## src/rtl/bit_serializer.sv

```systemverilog
// bit_serializer: accepts parallel words over a valid/ready handshake and shifts
// them out one bit per clock on dout/dout_valid. frame_start/frame_end mark
// word boundaries for the downstream detector. An optional idle gap follows
// each frame. All outputs except in_ready and busy come straight from registers.
module bit_serializer #(
    parameter int DATA_W     = 8,
    parameter bit MSB_FIRST  = 1'b1,
    parameter int GAP_CYCLES = 0
) (
    input  logic              clk,
    input  logic              reset,
    input  logic [DATA_W-1:0] in_data,
    input  logic              in_valid,
    output logic              in_ready,
    output logic              dout,
    output logic              dout_valid,
    output logic              frame_start,
    output logic              frame_end,
    output logic              busy,
    output logic [7:0]        frames_sent
);
    localparam int              CNT_W        = $clog2(DATA_W);
    localparam logic [CNT_W-1:0] LAST_BIT     = CNT_W'(DATA_W - 1);
    localparam logic [CNT_W-1:0] PRE_LAST_BIT = CNT_W'(DATA_W - 2);
    localparam bit              HAS_GAP      = (GAP_CYCLES > 0);
    localparam int              GAP_LAST_I   = HAS_GAP ? GAP_CYCLES - 1 : 0;
    localparam logic [3:0]      GAP_LAST     = 4'(GAP_LAST_I);

    typedef enum logic [1:0] {
        ST_IDLE  = 2'd0,
        ST_SHIFT = 2'd1,
        ST_GAP   = 2'd2
    } state_t;

    state_t              r_state;
    state_t              w_state_next;

    // r_bit_cnt is the index (in transmit order) of the bit currently on dout.
    logic [DATA_W-1:0]   r_shift;
    logic [DATA_W-1:0]   w_shift_next;
    logic [CNT_W-1:0]    r_bit_cnt;
    logic [CNT_W-1:0]    w_bit_cnt_next;
    logic [3:0]          r_gap_cnt;
    logic [3:0]          w_gap_cnt_next;
    logic                r_dout;
    logic                w_dout_next;
    logic                r_dout_valid;
    logic                w_dout_valid_next;
    logic                r_frame_start;
    logic                w_frame_start_next;
    logic                r_frame_end;
    logic                w_frame_end_next;
    logic [7:0]          r_frames_sent;
    logic [7:0]          w_frames_sent_next;

    logic                w_last_bit;
    logic                w_in_ready;
    logic                w_accept;
    logic                w_load_bit;
    logic [DATA_W-1:0]   w_load_rest;
    logic                w_step_bit;
    logic [DATA_W-1:0]   w_step_rest;

    // The final bit of a frame is on dout this cycle.
    assign w_last_bit = (r_state == ST_SHIFT) && (r_bit_cnt == LAST_BIT);
    assign w_accept   = in_valid && w_in_ready;

    // Bit ordering: the shift register always presents the next bit at one end.
    assign w_load_bit  = MSB_FIRST ? in_data[DATA_W-1] : in_data[0];
    assign w_load_rest = MSB_FIRST ? (in_data << 1) : (in_data >> 1);
    assign w_step_bit  = MSB_FIRST ? r_shift[DATA_W-1] : r_shift[0];
    assign w_step_rest = MSB_FIRST ? (r_shift << 1) : (r_shift >> 1);

    // State register.
    always_ff @(posedge clk) begin
        if (reset) begin
            r_state <= ST_IDLE;
        end else begin
            r_state <= w_state_next;
        end
    end

    // Next-state logic: frame end leads to GAP, a chained frame, or IDLE.
    always_comb begin
        w_state_next = r_state;
        case (r_state)
            ST_IDLE: begin
                if (w_accept) begin
                    w_state_next = ST_SHIFT;
                end
            end
            ST_SHIFT: begin
                if (w_last_bit) begin
                    if (HAS_GAP) begin
                        w_state_next = ST_GAP;
                    end else if (w_accept) begin
                        w_state_next = ST_SHIFT;
                    end else begin
                        w_state_next = ST_IDLE;
                    end
                end
            end
            ST_GAP: begin
                if (r_gap_cnt == GAP_LAST) begin
                    w_state_next = ST_IDLE;
                end
            end
            default: w_state_next = ST_IDLE;
        endcase
    end

    // Output logic: handshake and the next values of the registered outputs.
    always_comb begin
        w_in_ready         = (r_state == ST_IDLE) || (w_last_bit && !HAS_GAP);
        w_shift_next       = r_shift;
        w_bit_cnt_next     = r_bit_cnt;
        w_gap_cnt_next     = r_gap_cnt;
        w_dout_next        = 1'b0;
        w_dout_valid_next  = 1'b0;
        w_frame_start_next = 1'b0;
        w_frame_end_next   = 1'b0;
        w_frames_sent_next = r_frames_sent;

        if (w_last_bit) begin
            w_frames_sent_next = r_frames_sent + 8'd1;
            w_bit_cnt_next     = '0;
            w_gap_cnt_next     = '0;
        end

        if (r_state == ST_GAP) begin
            w_gap_cnt_next = r_gap_cnt + 4'd1;
        end

        if (w_accept) begin
            // First bit of the new word goes out in the cycle after the accept.
            w_shift_next       = w_load_rest;
            w_bit_cnt_next     = '0;
            w_dout_next        = w_load_bit;
            w_dout_valid_next  = 1'b1;
            w_frame_start_next = 1'b1;
        end else if ((r_state == ST_SHIFT) && !w_last_bit) begin
            w_shift_next       = w_step_rest;
            w_bit_cnt_next     = r_bit_cnt + 1'b1;
            w_dout_next        = w_step_bit;
            w_dout_valid_next  = 1'b1;
            w_frame_end_next   = (r_bit_cnt == PRE_LAST_BIT);
        end
    end

    // Datapath and output registers; reset aborts any frame in flight.
    always_ff @(posedge clk) begin
        if (reset) begin
            r_shift       <= '0;
            r_bit_cnt     <= '0;
            r_gap_cnt     <= '0;
            r_dout        <= 1'b0;
            r_dout_valid  <= 1'b0;
            r_frame_start <= 1'b0;
            r_frame_end   <= 1'b0;
            r_frames_sent <= 8'd0;
        end else begin
            r_shift       <= w_shift_next;
            r_bit_cnt     <= w_bit_cnt_next;
            r_gap_cnt     <= w_gap_cnt_next;
            r_dout        <= w_dout_next;
            r_dout_valid  <= w_dout_valid_next;
            r_frame_start <= w_frame_start_next;
            r_frame_end   <= w_frame_end_next;
            r_frames_sent <= w_frames_sent_next;
        end
    end

    assign in_ready    = w_in_ready;
    assign dout        = r_dout;
    assign dout_valid  = r_dout_valid;
    assign frame_start = r_frame_start;
    assign frame_end   = r_frame_end;
    assign busy        = (r_state != ST_IDLE);
    assign frames_sent = r_frames_sent;

endmodule

```

## config.mk

```make
export PLATFORM = sky130hd
export DESIGN_NAME = bit_serializer
export DESIGN_NICKNAME = d
export VERILOG_FILES = /design/src/rtl/bit_serializer.sv
export SDC_FILE = /design/constraint.sdc
export NUM_CORES = 1
export LEC_CHECK = 0
export CORE_AREA = 2 2 65 67
export DETAILED_ROUTE_END_ITERATION = 7
export DIE_AREA = 0 0 67 69
export MAX_ROUTING_LAYER = met4
export PLACE_DENSITY = 0.5
export SYNTH_ARGS = -nofsm -noshare
export SYNTH_HDL_FRONTEND = slang
export SYNTH_SLANG_ARGS = --single-unit
```

## constraint.sdc

```tcl
create_clock -name clk -period 3 [get_ports clk]
set_input_delay 0.75 -clock clk [delete_from_list [all_inputs] [get_ports clk]]
set_output_delay 0.75 -clock clk [all_outputs]
set_load 0.01 [all_outputs]
```

# Word level (Yosys, flattened, before mapping)
# Cells that the tools add are included.
[word_totals]
reg_bits = 28
latchBits = 0
ram_bits = 0
romBits = 0
inputBits = 11
word_cells = 50
n_memories = 0
[classes]
n_addsub = 3
mul = 0
n_div = 0
order_cmp = 0
n_eq_ne = 7
n_shift = 0
n_mux = 16
bitwise_logic = 1
reduce_logical = 14
[ops]
columns = ["operator", "count"]
rows = [
  ["two-way mux 8 bit", 2],
  ["adder 8 x 1 -> 8 bit, second input constant", 1],
  ["two-way mux 4 bit", 2],
  ["nonzero test 2 bit", 4],
  ["== test 3 bit, second input constant", 2],
  ["two-way mux 1 bit", 6],
  ["two-way mux 2 bit", 3],
  ["two-way mux 3 bit", 2],
  ["inequality test 2 bit, second input constant", 3],
  ["case mux 2 bit (3 select lines)", 1],
  ["adder 4 x 1 -> 4 bit, second input constant", 1],
  ["logical NOT 4 bit", 1],
  ["adder 3 x 1 -> 3 bit, second input constant", 1],
  ["logical AND 1 bit", 3],
  ["AND reduction 3 bit", 1],
  ["OR reduction 3 bit", 1],
  ["== test 2 x 1 -> 1 bit, second input constant", 1],
  ["== test 2 bit, second input constant", 1],
  ["logical NOT 2 bit", 1],
  ["OR reduction 2 bit", 1],
  ["logical NOT 1 bit", 1],
  ["logical OR 1 bit", 1],
  ["inverter 1 bit", 1],
]

# Longest topological paths before layout
[depth]
ltp_word = 7
depth_mapped = 7
ltp_nobuf = 6

# Worst setup path before layout
# OpenSTA, ideal clock, no wires.
[synth_path]
kind = "flip-flop to output port"
startpoint = "register r_bit_cnt[0]"
endpoint = "output in_ready"
arrival_ns = 1.232
t_required_ns = 2.250
setup_slack_ns = 1.018
stages_incl_launch_ff = 6
cell_sequence = "dfxtp_1 -> ha_1 -> ha_1 -> nor2b_2 -> inv_2 -> buf_2"
[synth_between]
elab_chain_len = 3
[synth_lines]
columns = ["item", "line", "rtl"]
rows = [
  ["start, declared", "41", "logic [CNT_W-1:0] r_bit_cnt;"],
  ["start signal, assigned", "163", "r_bit_cnt <= w_bit_cnt_next;"],
  ["== test 3 bit", "65", "assign w_last_bit = (r_state == ST_SHIFT) && (r_bit_cnt == LAST_BIT);"],
  ["logical AND 1 bit", "65", ""],
  ["logical OR 1 bit", "114", "w_in_ready = (r_state == ST_IDLE) || (w_last_bit && !HAS_GAP);"],
  ["end, declared", "14", "output logic in_ready,"],
]
# No other way between the ends.

# Worst setup path in the final report
# Same ends and word-level chain as after synthesis.

==> insert_results.sql <==
INSERT INTO impl_metrics (metric_group, metric, value, unit) VALUES
('clocking', 'cts.repair.resized', '0', ''),
('placement', 'finalWeightedCongestion', '0.6906', ''),
('route', 'routedLengthMet1', '888', 'um'),
('critical_path', 'critPathSlowestCell', 'sky130_fd_sc_hd__clkdlybuf4s50_1', ''),
('floorplan', 'die-width', '67', 'um'),
('clocking', 'cts_tree', 'built', ''),
('final_layout', 'layout.core_utilization', '32.80', '%'),
('synth', 'synth_sequential_area_ratio', '48.04', '%'),
('timing', 'timing.final.hold_violations', '0', ''),
('timing', 'period_minus_slack', '2.777', 'ns'),
('floorplan', 'core', '3914', 'um^2'),
('grt', 'number_of_antenna_violations_at_the_first_check_in_global_routing', '0', ''),
('final_layout', 'post_route_cells_drive_above_1_share', '3.906', '%'),
('route', 'via_count', '799', ''),
('synth', 'synth_xor_xnor_area_share', '1.828', '%'),
('critical_path', 'cp_max_fo', '16', ''),
('pwr', 'peakVddDrop', '0.2414', 'mV'),
('grt', 'pin_count_of_the_biggest_net_entering_global_routing', '24', ''),
('clocking', 'clk_pin_slew_worst_paths', '0.08', 'ns'),
('synth', 'syn_nets', '120', ''),
('floorplan', 'die_h', '69', 'um'),
('floorplan', 'num_io_pins', '25', ''),
('timing', 'setup_tns', '0', 'ns'),
('status', 'outcome', 'finished, final reports clean', ''),
('synth', 'yosys_warnings', '0', ''),
('pwr', 'p_per_area', '448.7', 'nW/um^2'),
('synth', 'avgSynthCellArea', '9.128', 'um^2'),
('critical_path', 'critPathBufInv', '2', ''),
('timing', 'worstMarginPinSlew', '0.8002', 'ns'),
('synth', 'syn-instance-count', '105', ''),
('final_layout', 'diode_insertion_count_for_antenna_repair', '0', ''),
('floorplan', 'start_util', '24.49', '%'),
('clocking', 'numCtsBuffers', '3', ''),
('route', 'wirelength', '1.888', 'mm'),
('final_layout', 'fillerInstances', '421', ''),
('pwr', 'total_leakage_power', '0.4620', 'nW'),
('critical_path', 'crit_path_cell_trace', 'ha_1, ha_1, nor2b_2, inv_2, clkdlybuf4s50_1', ''),
('timing', 'worst_slew_margin_rel', '46.48', '%'),
('critical_path', 'cp_data_required_time', '2.25', 'ns'),
('final_layout', 'sequential_cell_area', '460.4', 'um^2'),
('final_layout', 'multi_input_comb_area', '460.4', 'um^2'),
('placement', 'dp_hpwl', '1.376', 'mm'),
('clocking', 'ctsHoldBuffers', '0', ''),
('synth', 'synth_compound_gate_area_share', '13.84', '%'),
('clocking', 'clockBufferDepth', '2', ''),
('critical_path', 'critical-path-top-cell-by-count', 'sky130_fd_sc_hd__ha_1', ''),
('synth', 'netlist_area', '958.4', 'um^2'),
('synth', 'synth_adder_area_share', '5.222', '%'),
('synth', 'synthMuxAreaShare', '7.311', '%'),
('critical_path', 'crit_family', 'buffers and inverters', ''),
('synth', 'synth_top_cell_by_area', 'sky130_fd_sc_hd__dfxtp_1', ''),
('flow_run', 'drv_cap', '0', ''),
('route', 'routed-wl-met3', '134', 'um'),
('timing', 'final.period_utilization', '92.56', '%'),
('placement', 'buffer_ports.inserted', '24', ''),
('critical_path', 'endpoint_type_of_the_worst_setup_path', 'output port', ''),
('timing', 'setup_viol', '0', ''),
('grt', 'grt_overflow_total', '0', ''),
('route', 'number_of_iterations_in_the_first_detailed_routing_pass', '4', ''),
('critical_path', 'crit_path_max_incr_delay', '0.51', 'ns'),
('synth', 'largest_family_of_logic_cells_by_synthesized_area', 'simple AND/OR/NAND/NOR gates', ''),
('timing', 'fin_skew', '0.001384', 'ns'),
('route', 'post_drt_wl_per_cell', '10.61', 'um'),
('clocking', 'insertion_delay', '0.26', 'ns'),
('timing', 'achievable-frequency', '360.1', 'MHz'),
('worst_hold_path', 'worst_hold_path_type', 'reg -> reg', ''),
('clocking', 'cts_post_setup_buffers_inserted', '0', ''),
('route', 'via_per_inst', '4.489', ''),
('clocking', 'cts.sinks', '23', ''),
('synth', 'yosys-top-cells-area', 'sky130_fd_sc_hd__dfxtp_1 48%, sky130_fd_sc_hd__mux2i_1 7.3%, sky130_fd_sc_hd__nor2_1 5.9%', ''),
('grt', 'track_usage', '8.968', '%');
[through the flow]
stage	std cells	setup WS, ns	total power, mW	hold WS (ns)	cell area (um^2)
2_1_floorplan	105	1.018	0.3650	0.4267	958.4
3_3_place_gp	174	0.5420	0.3931	0.4613	1239
3_5_place_dp	174	0.5116	0.3939	0.4713	1239
4_1_cts	178	0.1935	0.5876	0.4847	1284
5_1_grt	178	0.08323	0.6076	0.5014	1284
6_report	178	0.2233	0.5761	0.4721	1284
[final cells by class]
type                       count  share of cell area, %
tap                           50                  4.873
multi-input combinational     73                  35.87
timing repair buffer          24                  18.71
sequential                    23                  35.87
inverter                       4                  1.170
clock buffer                   4                  3.509
[final timing paths]
check	cells past startpoint	end	startpoint	slack (ns)
min	2	dout$_SDFF_PP0_	r_shift[7]$_SDFFE_PP0P_	0.47
max reg2reg	5	frames_sent[7]$_SDFFE_PP0P_	r_bit_cnt[0]$_SDFFE_PP0P_	1.29
max	5	in_ready	r_bit_cnt[0]$_SDFFE_PP0P_	0.22
min reg2reg	2	dout$_SDFF_PP0_	r_shift[7]$_SDFFE_PP0P_	0.47
[worst register-to-register path, stage by stage, from the launching register on]
cell                      delay (ns)
sky130_fd_sc_hd__dfxtp_1        0.38
sky130_fd_sc_hd__ha_1           0.16
sky130_fd_sc_hd__ha_1           0.28
sky130_fd_sc_hd__nand3_1        0.17
sky130_fd_sc_hd__or4_1          0.49
sky130_fd_sc_hd__a21oi_1        0.14
[sequential cells by signal, summed over array words and instances, names as in the netlist]
name and cells:
dout 1, r_bit_cnt 3, dout_valid 1, frame_start 1, frames_sent 8, frame_end 1, r_shift 7, r_state 1
[cells in the mapped netlist]
library cell,n
sky130_fd_sc_hd__ha_1,4
sky130_fd_sc_hd__nor3_1,2
sky130_fd_sc_hd__inv_1,3
sky130_fd_sc_hd__o32a_1,1
sky130_fd_sc_hd__a21oi_1,9
sky130_fd_sc_hd__nand2_1,6
sky130_fd_sc_hd__nand3_1,7
sky130_fd_sc_hd__a211oi_1,6
sky130_fd_sc_hd__or4_1,3
sky130_fd_sc_hd__mux2i_1,7
sky130_fd_sc_hd__o21ai_0,2
sky130_fd_sc_hd__or3_1,2
sky130_fd_sc_hd__nor2_1,15
sky130_fd_sc_hd__xor2_1,2
sky130_fd_sc_hd__o31ai_1,3
sky130_fd_sc_hd__buf_2,3
sky130_fd_sc_hd__nor3b_1,3
sky130_fd_sc_hd__clkbuf_1,2
sky130_fd_sc_hd__inv_2,1
sky130_fd_sc_hd__dfxtp_1,23
sky130_fd_sc_hd__nor2b_2,1
[logic make-up (layout without fill, tap and decap cells)]
| family | count (synthesis) | count (layout) |
|---|---|---|
| and+or+nand+nor | 39 | 39 |
| xor gates and xnor gates | 2 | 2 |
| adders and majority gates | 4 | 4 |
| buffers and inverters | 9 | 32 |
| DFF | 23 | 23 |
| AOI/OAI and AO/OA | 21 | 21 |
| muxes | 7 | 7 |
[routing by layer]
layer	GRT usage, %	vias up
li1	-	420
met1	11.19	354
met2	13.31	23
met3	3.915	2
met4	2.041	0
met5	-	-
[power breakdown]
group | switching, mW | internal [mW] | leakage [nW]
logic | 0.0275 | 0.0325 | 0.251
clock network | 0.0956 | 0.0947 | 0.0228
registers | 0.00827 | 0.317 | 0.188
total | 0.131 | 0.445 | 0.462
Power figures use the tool's default switching activity.
